$ cat config.mk
export PLATFORM = sky130hd
export DESIGN_NAME = mux8lut_frame_loader_flat
export DESIGN_NICKNAME = d
export VERILOG_FILES = /design/src/rtl/mux8lut_frame_loader_if.sv /design/src/rtl/mux8lut_frame_loader.sv /design/src/flat_wrapper.sv
export SDC_FILE = /design/constraint.sdc
export NUM_CORES = 1
export LEC_CHECK = 0
export CAP_MARGIN = 40
export CORE_MARGIN = 10
export CORE_UTILIZATION = 45
export CTS_BUF_LIST = sky130_fd_sc_hd__clkbuf_8
export CTS_CLUSTER_DIAMETER = 50
export DETAILED_ROUTE_END_ITERATION = 10
export PLACE_DENSITY = 0.82
export SLEW_MARGIN = 10
export SYNTH_ARGS = -nofsm -noshare
export SYNTH_HDL_FRONTEND = slang
export SYNTH_SLANG_ARGS = --single-unit
$ cat constraint.sdc
create_clock -name CLK -period 2.62 [get_ports CLK]
set_input_delay 0.393 -clock CLK [delete_from_list [all_inputs] [get_ports CLK]]
set_output_delay 0.393 -clock CLK [all_outputs]
set_load 0.05 [all_outputs]
$ cat src/rtl/mux8lut_frame_loader_if.sv
// -----------------------------------------------------------------------------
// mux8lut_frame_loader_if
// Configuration-word stream between the bitstream source and the frame loader.
//   cfg_data   : configuration word (FRAME_BITS wide)
//   cfg_valid  : cfg_data holds a valid word
//   cfg_ready  : loader accepts the word this cycle
//   cfg_parity : odd parity over cfg_data (only with MUX8LUT_FRAME_LOADER_PARITY_EN)
// Modports: master = word source, slave = frame loader.
// -----------------------------------------------------------------------------
interface mux8lut_frame_loader_if #(
    parameter int FRAME_BITS = 32
);
    logic [FRAME_BITS-1:0] cfg_data;
    logic                  cfg_valid;
    logic                  cfg_ready;
`ifdef MUX8LUT_FRAME_LOADER_PARITY_EN
    logic                  cfg_parity;

    modport master (output cfg_data, output cfg_valid, output cfg_parity, input cfg_ready);
    modport slave  (input cfg_data, input cfg_valid, input cfg_parity, output cfg_ready);
`else
    modport master (output cfg_data, output cfg_valid, input cfg_ready);
    modport slave  (input cfg_data, input cfg_valid, output cfg_ready);
`endif
endinterface

$ cat src/rtl/mux8lut_frame_loader.sv
// -----------------------------------------------------------------------------
// mux8lut_frame_loader
// Loads one column of MUX8LUT_frame_config tiles frame by frame. Each accepted
// configuration word is presented on FrameData, then written by a one-hot
// FrameStrobe pulse framed by one setup and one hold cycle of stable data.
//
// Ports
//   CLK, resetn   : clock (rising edge) and asynchronous active-low reset
//   start         : begin a column load (only honoured in IDLE)
//   abort         : cancel the current load, back to IDLE on the next cycle
//   cfg           : configuration word stream (slave side)
//   FrameData     : registered frame data to the tile column
//   FrameStrobe   : one-hot frame write strobe, all-zero when not strobing
//   frame_idx     : frame currently being loaded
//   busy          : high in every state except IDLE
//   done          : one-cycle pulse after the last frame's hold cycle
//   err           : sticky parity error flag, cleared by the next start
//
// Optional feature: define MUX8LUT_FRAME_LOADER_PARITY_EN to check odd parity
// on every accepted word. A bad word is captured on FrameData but never
// strobed; the load stops in IDLE with err set. Without the macro err is 0.
// -----------------------------------------------------------------------------
module mux8lut_frame_loader #(
    parameter int FRAME_BITS    = 32,
    parameter int NUM_FRAMES    = 20,
    parameter int STROBE_CYCLES = 1
) (
    input  logic                          CLK,
    input  logic                          resetn,
    input  logic                          start,
    input  logic                          abort,
    mux8lut_frame_loader_if.slave         cfg,
    output logic [FRAME_BITS-1:0]         FrameData,
    output logic [NUM_FRAMES-1:0]         FrameStrobe,
    output logic [$clog2(NUM_FRAMES)-1:0] frame_idx,
    output logic                          busy,
    output logic                          done,
    output logic                          err
);

    localparam int IDX_W = $clog2(NUM_FRAMES);
    localparam int CNT_W = (STROBE_CYCLES > 1) ? $clog2(STROBE_CYCLES) : 1;

    localparam logic [IDX_W-1:0] IDX_ZERO = {IDX_W{1'b0}};
    localparam logic [IDX_W-1:0] IDX_ONE  = IDX_W'(1);
    localparam logic [IDX_W-1:0] IDX_LAST = IDX_W'(NUM_FRAMES - 1);
    localparam logic [CNT_W-1:0] CNT_ZERO = {CNT_W{1'b0}};
    localparam logic [CNT_W-1:0] CNT_ONE  = CNT_W'(1);
    localparam logic [CNT_W-1:0] CNT_LAST = CNT_W'(STROBE_CYCLES - 1);

    typedef enum logic [2:0] {
        ST_IDLE   = 3'd0,
        ST_LOAD   = 3'd1,
        ST_SETUP  = 3'd2,
        ST_STROBE = 3'd3,
        ST_HOLD   = 3'd4,
        ST_DONE   = 3'd5
    } state_t;

    // One-hot strobe pattern for a frame index.
    function automatic logic [NUM_FRAMES-1:0] onehot(input logic [IDX_W-1:0] idx);
        logic [NUM_FRAMES-1:0] base;
        base   = {{(NUM_FRAMES-1){1'b0}}, 1'b1};
        onehot = base << idx;
    endfunction

`ifdef MUX8LUT_FRAME_LOADER_PARITY_EN
    // Odd parity: data plus parity bit must carry an odd number of ones.
    function automatic logic odd_parity_ok(input logic [FRAME_BITS-1:0] data, input logic par);
        odd_parity_ok = ((^{data, par}) == 1'b1);
    endfunction
`endif

    state_t                state_q,      state_d;
    logic [FRAME_BITS-1:0] frame_data_q, frame_data_d;
    logic [NUM_FRAMES-1:0] strobe_q,     strobe_d;
    logic [IDX_W-1:0]      frame_idx_q,  frame_idx_d;
    logic [CNT_W-1:0]      strb_cnt_q,   strb_cnt_d;
    logic                  cfg_ready_q,  cfg_ready_d;
    logic                  busy_q,       busy_d;
    logic                  done_q,       done_d;
    logic                  err_q,        err_d;
    logic                  hs_s;
    logic                  par_bad_s;

    // Next-state and next-output computation for the load sequencer.
    always_comb begin
        state_d      = state_q;
        frame_data_d = frame_data_q;
        frame_idx_d  = frame_idx_q;
        strb_cnt_d   = strb_cnt_q;
        err_d        = err_q;
        // cfg_ready_q is only ever high in LOAD, so this is the LOAD handshake.
        hs_s         = cfg.cfg_valid & cfg_ready_q;
`ifdef MUX8LUT_FRAME_LOADER_PARITY_EN
        par_bad_s    = ~odd_parity_ok(cfg.cfg_data, cfg.cfg_parity);
`else
        par_bad_s    = 1'b0;
        err_d        = 1'b0;
`endif

        if (abort && (state_q != ST_IDLE)) begin
            // Abort leaves the partially written column as-is.
            state_d     = ST_IDLE;
            frame_idx_d = IDX_ZERO;
            strb_cnt_d  = CNT_ZERO;
        end else begin
            case (state_q)
                ST_IDLE: begin
                    if (start && !abort) begin
                        state_d     = ST_LOAD;
                        frame_idx_d = IDX_ZERO;
                        err_d       = 1'b0;
                    end else begin
                        state_d = ST_IDLE;
                    end
                end
                ST_LOAD: begin
                    if (hs_s) begin
                        frame_data_d = cfg.cfg_data;
                        if (par_bad_s) begin
                            state_d     = ST_IDLE;
                            frame_idx_d = IDX_ZERO;
                            err_d       = 1'b1;
                        end else begin
                            state_d = ST_SETUP;
                        end
                    end else begin
                        state_d = ST_LOAD;
                    end
                end
                ST_SETUP: begin
                    state_d    = ST_STROBE;
                    strb_cnt_d = CNT_ZERO;
                end
                ST_STROBE: begin
                    if (strb_cnt_q == CNT_LAST) begin
                        state_d    = ST_HOLD;
                        strb_cnt_d = CNT_ZERO;
                    end else begin
                        strb_cnt_d = strb_cnt_q + CNT_ONE;
                    end
                end
                ST_HOLD: begin
                    // The last frame never wraps the index; it leaves through DONE.
                    if (frame_idx_q == IDX_LAST) begin
                        state_d = ST_DONE;
                    end else begin
                        state_d     = ST_LOAD;
                        frame_idx_d = frame_idx_q + IDX_ONE;
                    end
                end
                ST_DONE: begin
                    state_d = ST_IDLE;
                end
                default: begin
                    state_d     = ST_IDLE;
                    frame_idx_d = IDX_ZERO;
                    strb_cnt_d  = CNT_ZERO;
                end
            endcase
        end

        // Outputs are registered copies of what the next state implies.
        if (state_d == ST_STROBE) begin
            strobe_d = onehot(frame_idx_d);
        end else begin
            strobe_d = {NUM_FRAMES{1'b0}};
        end
        cfg_ready_d = (state_d == ST_LOAD);
        busy_d      = (state_d != ST_IDLE);
        done_d      = (state_d == ST_DONE);
    end

    // State and registered outputs; reset drops the strobe asynchronously.
    always_ff @(posedge CLK or negedge resetn) begin
        if (!resetn) begin
            state_q      <= ST_IDLE;
            frame_data_q <= {FRAME_BITS{1'b0}};
            strobe_q     <= {NUM_FRAMES{1'b0}};
            frame_idx_q  <= IDX_ZERO;
            strb_cnt_q   <= CNT_ZERO;
            cfg_ready_q  <= 1'b0;
            busy_q       <= 1'b0;
            done_q       <= 1'b0;
            err_q        <= 1'b0;
        end else begin
            state_q      <= state_d;
            frame_data_q <= frame_data_d;
            strobe_q     <= strobe_d;
            frame_idx_q  <= frame_idx_d;
            strb_cnt_q   <= strb_cnt_d;
            cfg_ready_q  <= cfg_ready_d;
            busy_q       <= busy_d;
            done_q       <= done_d;
            err_q        <= err_d;
        end
    end

    assign cfg.cfg_ready = cfg_ready_q;
    assign FrameData     = frame_data_q;
    assign FrameStrobe   = strobe_q;
    assign frame_idx     = frame_idx_q;
    assign busy          = busy_q;
    assign done          = done_q;
    assign err           = err_q;

endmodule

$ cat src/flat_wrapper.sv
// flat-port wrapper written by rule: the top's interface ports become plain ports
module mux8lut_frame_loader_flat 
#(
    parameter int FRAME_BITS    = 32,
    parameter int NUM_FRAMES    = 20,
    parameter int STROBE_CYCLES = 1
)
  (CLK, resetn, start, abort, FrameData, FrameStrobe, frame_idx, busy, done, err, cfg_cfg_data, cfg_cfg_valid, cfg_cfg_ready);
  mux8lut_frame_loader_if #(.FRAME_BITS(FRAME_BITS)) cfg_i ();
  input  logic CLK;
  input  logic resetn;
  input  logic start;
  input  logic abort;
  output logic [FRAME_BITS-1:0] FrameData;
  output logic [NUM_FRAMES-1:0] FrameStrobe;
  output logic [$clog2(NUM_FRAMES)-1:0] frame_idx;
  output logic busy;
  output logic done;
  output logic err;
  input wire logic [$bits(cfg_i.cfg_data)-1:0] cfg_cfg_data;
  input wire logic [$bits(cfg_i.cfg_valid)-1:0] cfg_cfg_valid;
  output wire logic [$bits(cfg_i.cfg_ready)-1:0] cfg_cfg_ready;
  assign cfg_i.cfg_data = cfg_cfg_data;
  assign cfg_i.cfg_valid = cfg_cfg_valid;
  assign cfg_cfg_ready = cfg_i.cfg_ready;
  mux8lut_frame_loader #(.FRAME_BITS(FRAME_BITS), .NUM_FRAMES(NUM_FRAMES), .STROBE_CYCLES(STROBE_CYCLES)) u_core (.CLK(CLK), .resetn(resetn), .start(start), .abort(abort), .cfg(cfg_i), .FrameData(FrameData), .FrameStrobe(FrameStrobe), .frame_idx(frame_idx), .busy(busy), .done(done), .err(err));
endmodule
==> impl_metrics.env <==
export IMPL_status="finished clean"
export IMPL_rows=27
export IMPL_ys_seq_area_frac=0.618
export IMPL_r2r_end="u_core.FrameStrobe[7]"
export IMPL_wl_mm=6.61
export IMPL_portBuffers=96
export IMPL_async_reset_ff_frac=1.00
export IMPL_syn_area_per_cell_um2=12.7
export IMPL_drive_gt1_frac=0.211
export IMPL_slew_viol_final=0
export IMPL_layout_worst_path_cycle_share=0.892
export IMPL_gp_congestion=0.842
export IMPL_place_area_um2=3610
export IMPL_vias=1961
export IMPL_ys_ff_latch=63
export IMPL_antenna_left=0
export IMPL_nNetsFinal=341
export IMPL_wire_per_inst_um=17.4
export IMPL_synth_main_ff_cell="dfrtp_1"
export IMPL_layout_min_cycle_time_ns=2.34
export IMPL_synth_most_common_cell="dfrtp_1"
export IMPL_setup_viol=0
export IMPL_die_w_um=95.3
export IMPL_r2r_start="u_core.state_q[0]"
export IMPL_grt_pass1_vias=2014
export IMPL_pre_cts_ws_ns=0.130
export IMPL_worstPathMaxFanout=13
export IMPL_p_leak_nw=1.66
export IMPL_netlist_top_cells_area="dfrtp_1 62%, mux2_2 15%, nor2_1 3.1%"
export IMPL_antenna_found_initial=0
export IMPL_track_usage=0.147
export IMPL_via_per_inst=5.16
export IMPL_start_kind="flip-flop"
export IMPL_ctsResizeCount=0
export IMPL_p_per_area_nw_per_um2=893
export IMPL_postCtsSetupRepairBufs=0
export IMPL_reg2regPathDepth=5
export IMPL_path_clk_slew_ns=0.07
export IMPL_cts_buffer_depth=2
export IMPL_end_kind="flip-flop"
export IMPL_path_class="reg2reg"
export IMPL_setup_tns_ns=0
export IMPL_start_util=0.463
export IMPL_synth_nets=238
export IMPL_rsz0062_at_grt="no"
export IMPL_synth_edf_count=0
export IMPL_drt_initial_drc_count=70
export IMPL_worstMarginPinSlew_ns=0.779
export IMPL_firstDrtPassIters=4
export IMPL_cts_sinks=63
export IMPL_syn_to_final_growth_pct=52.2
export IMPL_total_power_mw=3.47
export IMPL_drcViolationCount=0
export IMPL_dieHeight_um=95.3
export IMPL_fin_skew_ns=0.00849
export IMPL_drv_cap=0
export IMPL_cts_buffers=9
export IMPL_critical_path_top_delay_family="simple AND/OR/NAND/NOR gates"
export IMPL_hold_violations=0
export IMPL_dieArea_um2=9080
export IMPL_r2r_slack_ns=0.28
export IMPL_synth_cells=200
export IMPL_clockRootBuffer="clkbuf_8"
export IMPL_cpMaxStageDelayCell="dfrtp_1"
export IMPL_design_area_um2=3880
export IMPL_cp_cell_sequence="nor2b_1 > nor3_1 > a311o_2 > or4_4 > nor2_1"
export IMPL_synth_area_leader_cell="dfrtp_1"
export IMPL_worst_path_buf_inv=0
export IMPL_synth_warnings=0
export IMPL_clk_insertion_delay_late_ns=0.33
export IMPL_synth_cell_type_count=41
export IMPL_grt_max_degree=34
export IMPL_fp_coreArea_um2=5510
export IMPL_syn_area_um2=2550
export IMPL_clock_fmax_mhz=428
export IMPL_hold_path_class="in2async"
export IMPL_grt_pass1_wl_mm=10.4
export IMPL_slew_limit_headroom=0.481
export IMPL_ir_drop_uv=592
export IMPL_synth_common_cells="63 x dfrtp_1, 34 x mux2_2, 21 x nor2_1"
export IMPL_io_pins=98
export IMPL_critical_path_required_ns=2.87
export IMPL_cts_tree="built"
export IMPL_cp_arrival_ns=2.59
export IMPL_cpPeakStageDelay_ns=0.55
export IMPL_cts_max_level=3
export IMPL_hold_buffers=0
export IMPL_setup_slack_ns=0.283
export IMPL_diodes=0
export IMPL_crit_start="u_core.state_q[0]"
export IMPL_synth_top_area_frac=0.618
export IMPL_gr_total_overflow=0
export IMPL_dp_hpwl_mm=4.92
export IMPL_placed_cells=364
export IMPL_stdcell_count=380
sequential cells by signal, indices dropped and copies added (netlist names):
name / flops
u_core.done: 1
u_core.busy: 1
u_core.state_q: 3
u_core.frame_idx: 5
u_core.cfg.cfg_ready: 1
u_core.FrameData: 32
u_core.FrameStrobe: 20
metal layers:
metal | vias to the layer above | share of wire | wire, um | GRT usage
li1 | 916 | - | - | -
met1 | 952 | 0.41 | 2730 | 0.185
met4 | 0 | 0.0057 | 38 | 0.0536
met5 | - | 0 | 0 | 0
met2 | 89 | 0.46 | 3030 | 0.228
met3 | 4 | 0.12 | 813 | 0.0526
power breakdown:
| part | internal (mW) | switching, mW | total, mW |
|---|---|---|---|
| registers | 1.13 | 0.0817 | 1.21 |
| logic | 0.426 | 0.729 | 1.16 |
| clock network | 0.731 | 0.370 | 1.10 |
worst register-to-register path: cells and delay by family, from the launching register on:
kind             cells  cell delay, ns
flip-flops           1            0.55
AO/OA/AOI/OAI        1            0.46
AND/OR/NAND/NOR      4            1.25
how the worst max path moves through the flow:
stage	end	cells after the start
after CTS	u_core.FrameStrobe[7]	5
after global placement	u_core.FrameStrobe[4]	7
final	u_core.FrameStrobe[7]	5
after detailed placement	u_core.FrameStrobe[2]	7
after floorplan	u_core.FrameStrobe[1]	6
after global routing	u_core.FrameStrobe[8]	6
cell families after synthesis:
family          share of synthesized area
compound gates                     0.0554
fa+ha+maj                         0.00491
buf+inv                            0.0314
flops                               0.618
mux                                 0.150
other cells                       0.00147
simple gates                        0.138
cell type report:
cell class | count | area [um^2]
sequential | 63 | 1580
clock buffer | 9 | 124
fill | 393 | 1630
multi-input combinational | 121 | 893
tap | 72 | 90.1
timing repair buffer | 103 | 1030
clock inverter | 7 | 145
inverter | 5 | 18.8
stage by stage:
stage / hold slack, ns / utilization
CTS: 0.149 / 0.705
finish: 0.138 / 0.705
detailed placement: 0.495 / 0.656
global placement: 0.487 / 0.656
floorplan: 0.0974 / -
global route: 0.180 / 0.705
cell usage in the layout, fill, tap and decap left out, types with 3 or more instances in the layout:
cell type / count
a21oi_1: 4
a31oi_1: 3
buf_4: 5
bufinv_16: 4
clkbuf_8: 9
clkdlybuf4s50_1: 95
dfrtp_1: 63
inv_1: 5
mux2_2: 34
nand2_1: 7
nand3_1: 3
nor2_1: 21
nor3_1: 12
nor4_1: 4
nor4bb_1: 3
o21ai_0: 3
No activity file was read; power rests on OpenSTA's default activity.
==> RTL edit (config.mk and constraints unchanged) <==
`NUM_FRAMES` is set to 20 in 2 places; all go to 30.
--- a/src/rtl/mux8lut_frame_loader.sv
+++ b/src/rtl/mux8lut_frame_loader.sv
@@ -22,7 +22,7 @@
 // -----------------------------------------------------------------------------
 module mux8lut_frame_loader #(
     parameter int FRAME_BITS    = 32,
-    parameter int NUM_FRAMES    = 20,
+    parameter int NUM_FRAMES    = 30,
     parameter int STROBE_CYCLES = 1
 ) (
     input  logic                          CLK,
--- a/src/flat_wrapper.sv
+++ b/src/flat_wrapper.sv
@@ -2,7 +2,7 @@
 module mux8lut_frame_loader_flat 
 #(
     parameter int FRAME_BITS    = 32,
-    parameter int NUM_FRAMES    = 20,
+    parameter int NUM_FRAMES    = 30,
     parameter int STROBE_CYCLES = 1
 )
   (CLK, resetn, start, abort, FrameData, FrameStrobe, frame_idx, busy, done, err, cfg_cfg_data, cfg_cfg_valid, cfg_cfg_ready);
Ports: changed (resized FrameStrobe); port bits go from 98 to 108. The function was not compared with the original's and may differ.
==> RTL edit against the unedited design <==
  * Die area increased by 11%
  * Core utilization decreased by 3.1 points
  * Count of clock-buffer cells in the layout unchanged
  * Routed wire length increased by 13%
  * Design area increased by 9.7%
  * Sequential power increased by 13%
  * Global-route usage decreased by 0.089 points
  * Setup slack improved by 200 ps
  * Sequential cell count increased by 10
  * Area after synthesis increased by 15%
  * Clock power decreased by 31%
  * Power decreased by 4.3%
==> RTL edit: results (changes against the unedited design) <==
Parameter                              Value

Run status
  Status ... finished clean (unchanged)

Timing
  Setup clock skew after layout ... 11.1 ps (was 8.49 ps)
  Measured slew at the worst slew-check pin ... 547 ps (was 779 ps)

Detailed routing
  Vias per cell ... 5.23 (was 5.16)
  Post-detailed-routing wire length ... 7.50 mm (was 6.61 mm)
  Met3 wire len ... 652 um (was 813 um)

Worst setup path
  Cell class contributing the biggest share of worst-path delay ... buffers and inverters (was simple AND/OR/NAND/NOR gates)
  Endpoint of the most critical register-to-register path ... u_core.FrameStrobe[9]$_DFF_PN0_ (was u_core.FrameStrobe[7]$_DFF_PN0_)
  Maximum fanout count along the critical path ... 9 (was 13)
  Crit path largest cell delay ... 880 ps (was 550 ps)
  Depth of the most critical reg-to-reg path ... 7 (was 5)
  Register-to-register setup slack ... 490 ps (was 280 ps)

GRT
  Maximum number of pins on one net before global-route repair ... 33 (was 34)
  Via count of the first global-routing pass ... 2317 (was 2014)

Logic synthesis
  Mux cell area share after synthesis ... 12.3% (was 15.0%)
  Netlist cell types ... 45 (was 41)
  Complex-gate fraction of the synthesized area ... 7.53% (was 5.54%)
  Sequential cell area fraction in the yosys report ... 62.5% (was 61.8%)
  Ranking of synthesized cells by instance count ... 73 x dfrtp_1, 32 x mux2_2, 27 x nor2_1 (was 63 x dfrtp_1, 34 x mux2_2, 21 x nor2_1)

Cells and area
  Fraction of layout cells with a size suffix above 1 ... 19.8% (was 21.1%)
  Number of fill cells in the layout ... 497 (was 393)
  Final-stage net count ... 377 (was 341)

Power
  Largest vdd supply drop ... 0.000528 V (was 0.000592 V)
  Leakage power of the design ... 1.83 nW (was 1.66 nW)

Placement
  Half-perimeter wire length after detailed placement ... 5.92 mm (was 4.92 mm)
## RTL edit: worst reg2reg max path: cells and delay by family, from the launching register on
| family | cells | cell delay [ps] |
|---|---|---|
| simple gates | 3 | 610 |
| flops | 1 | 530 |
| compound gates | 2 | 520 |
| fa+ha+maj | 1 | 270 |
| buf+inv | 1 | 140 |
## RTL edit: per-stage QoR
stage / instance area (um^2) / instances / utilization [%] / worst slack (ps) / hold WS [ps]
3_3_place_gp: 4070 / 403 / 64.4 / 292 / 487
3_5_place_dp: 4090 / 404 / 64.7 / 258 / 390
2_1_floorplan: 2920 / 224 / - / 346 / 97.4
5_1_grt: 4260 / 420 / 67.4 / 331 / 35.6
6_report: 4260 / 420 / 67.4 / 480 / 9.08
4_1_cts: 4260 / 420 / 67.4 / 476 / 24.2
## RTL edit: kinds of logic (layout without fill, tap and decap cells)
group | after synthesis | count (layout)
flops | 73 | 73
simple gates | 72 | 72
mux | 32 | 32
compound gates | 27 | 27
buf+inv | 17 | 136
fa+ha+maj | 2 | 2
other cells | 1 | 1
## RTL edit: power by group through the flow
stage / Combinational, mW / Clock, mW / Sequential, mW
after global placement: 1.18 / 0 / 1.38
after detailed placement: 1.21 / 0 / 1.39
final: 1.19 / 0.759 / 1.37
after global routing: 1.24 / 0.825 / 1.39
after floorplan: 0.203 / 0 / 1.93
after CTS: 1.21 / 0.781 / 1.37
## RTL edit: how the worst max path moves through the flow
stage                                             start                          endpoint  slack, ps  depth (start not counted)
after floorplan           u_core.frame_idx[0]$_DFF_PN0_   u_core.FrameStrobe[9]$_DFF_PN0_        350                          8
after global placement                            abort   u_core.FrameStrobe[4]$_DFF_PN0_        290                          6
after detailed placement                          abort   u_core.FrameStrobe[4]$_DFF_PN0_        260                          6
after CTS                 u_core.frame_idx[0]$_DFF_PN0_                      frame_idx[0]        480                          1
after global routing      u_core.frame_idx[0]$_DFF_PN0_  u_core.FrameStrobe[10]$_DFF_PN0_        330                          6
final                     u_core.frame_idx[0]$_DFF_PN0_                      frame_idx[0]        480                          1
## RTL edit: routing by layer
layer,global-route usage [%],vias to the layer above
li1,-,1006
met1,18.0,1067
met2,23.5,113
met3,4.80,11
met4,4.78,0
met5,0,-
## RTL edit: area by class of cell
type | count | area (um^2) | share of cell area (%)
Clock buffer | 9 | 124 | 2.91
Multi-Input combinational cell | 134 | 1010 | 23.7
Inverter | 8 | 30.0 | 0.705
Timing Repair Buffer | 112 | 1130 | 26.5
Clock inverter | 7 | 46.3 | 1.09
Tap cell | 77 | 96.3 | 2.26
Sequential cell | 73 | 1830 | 42.9
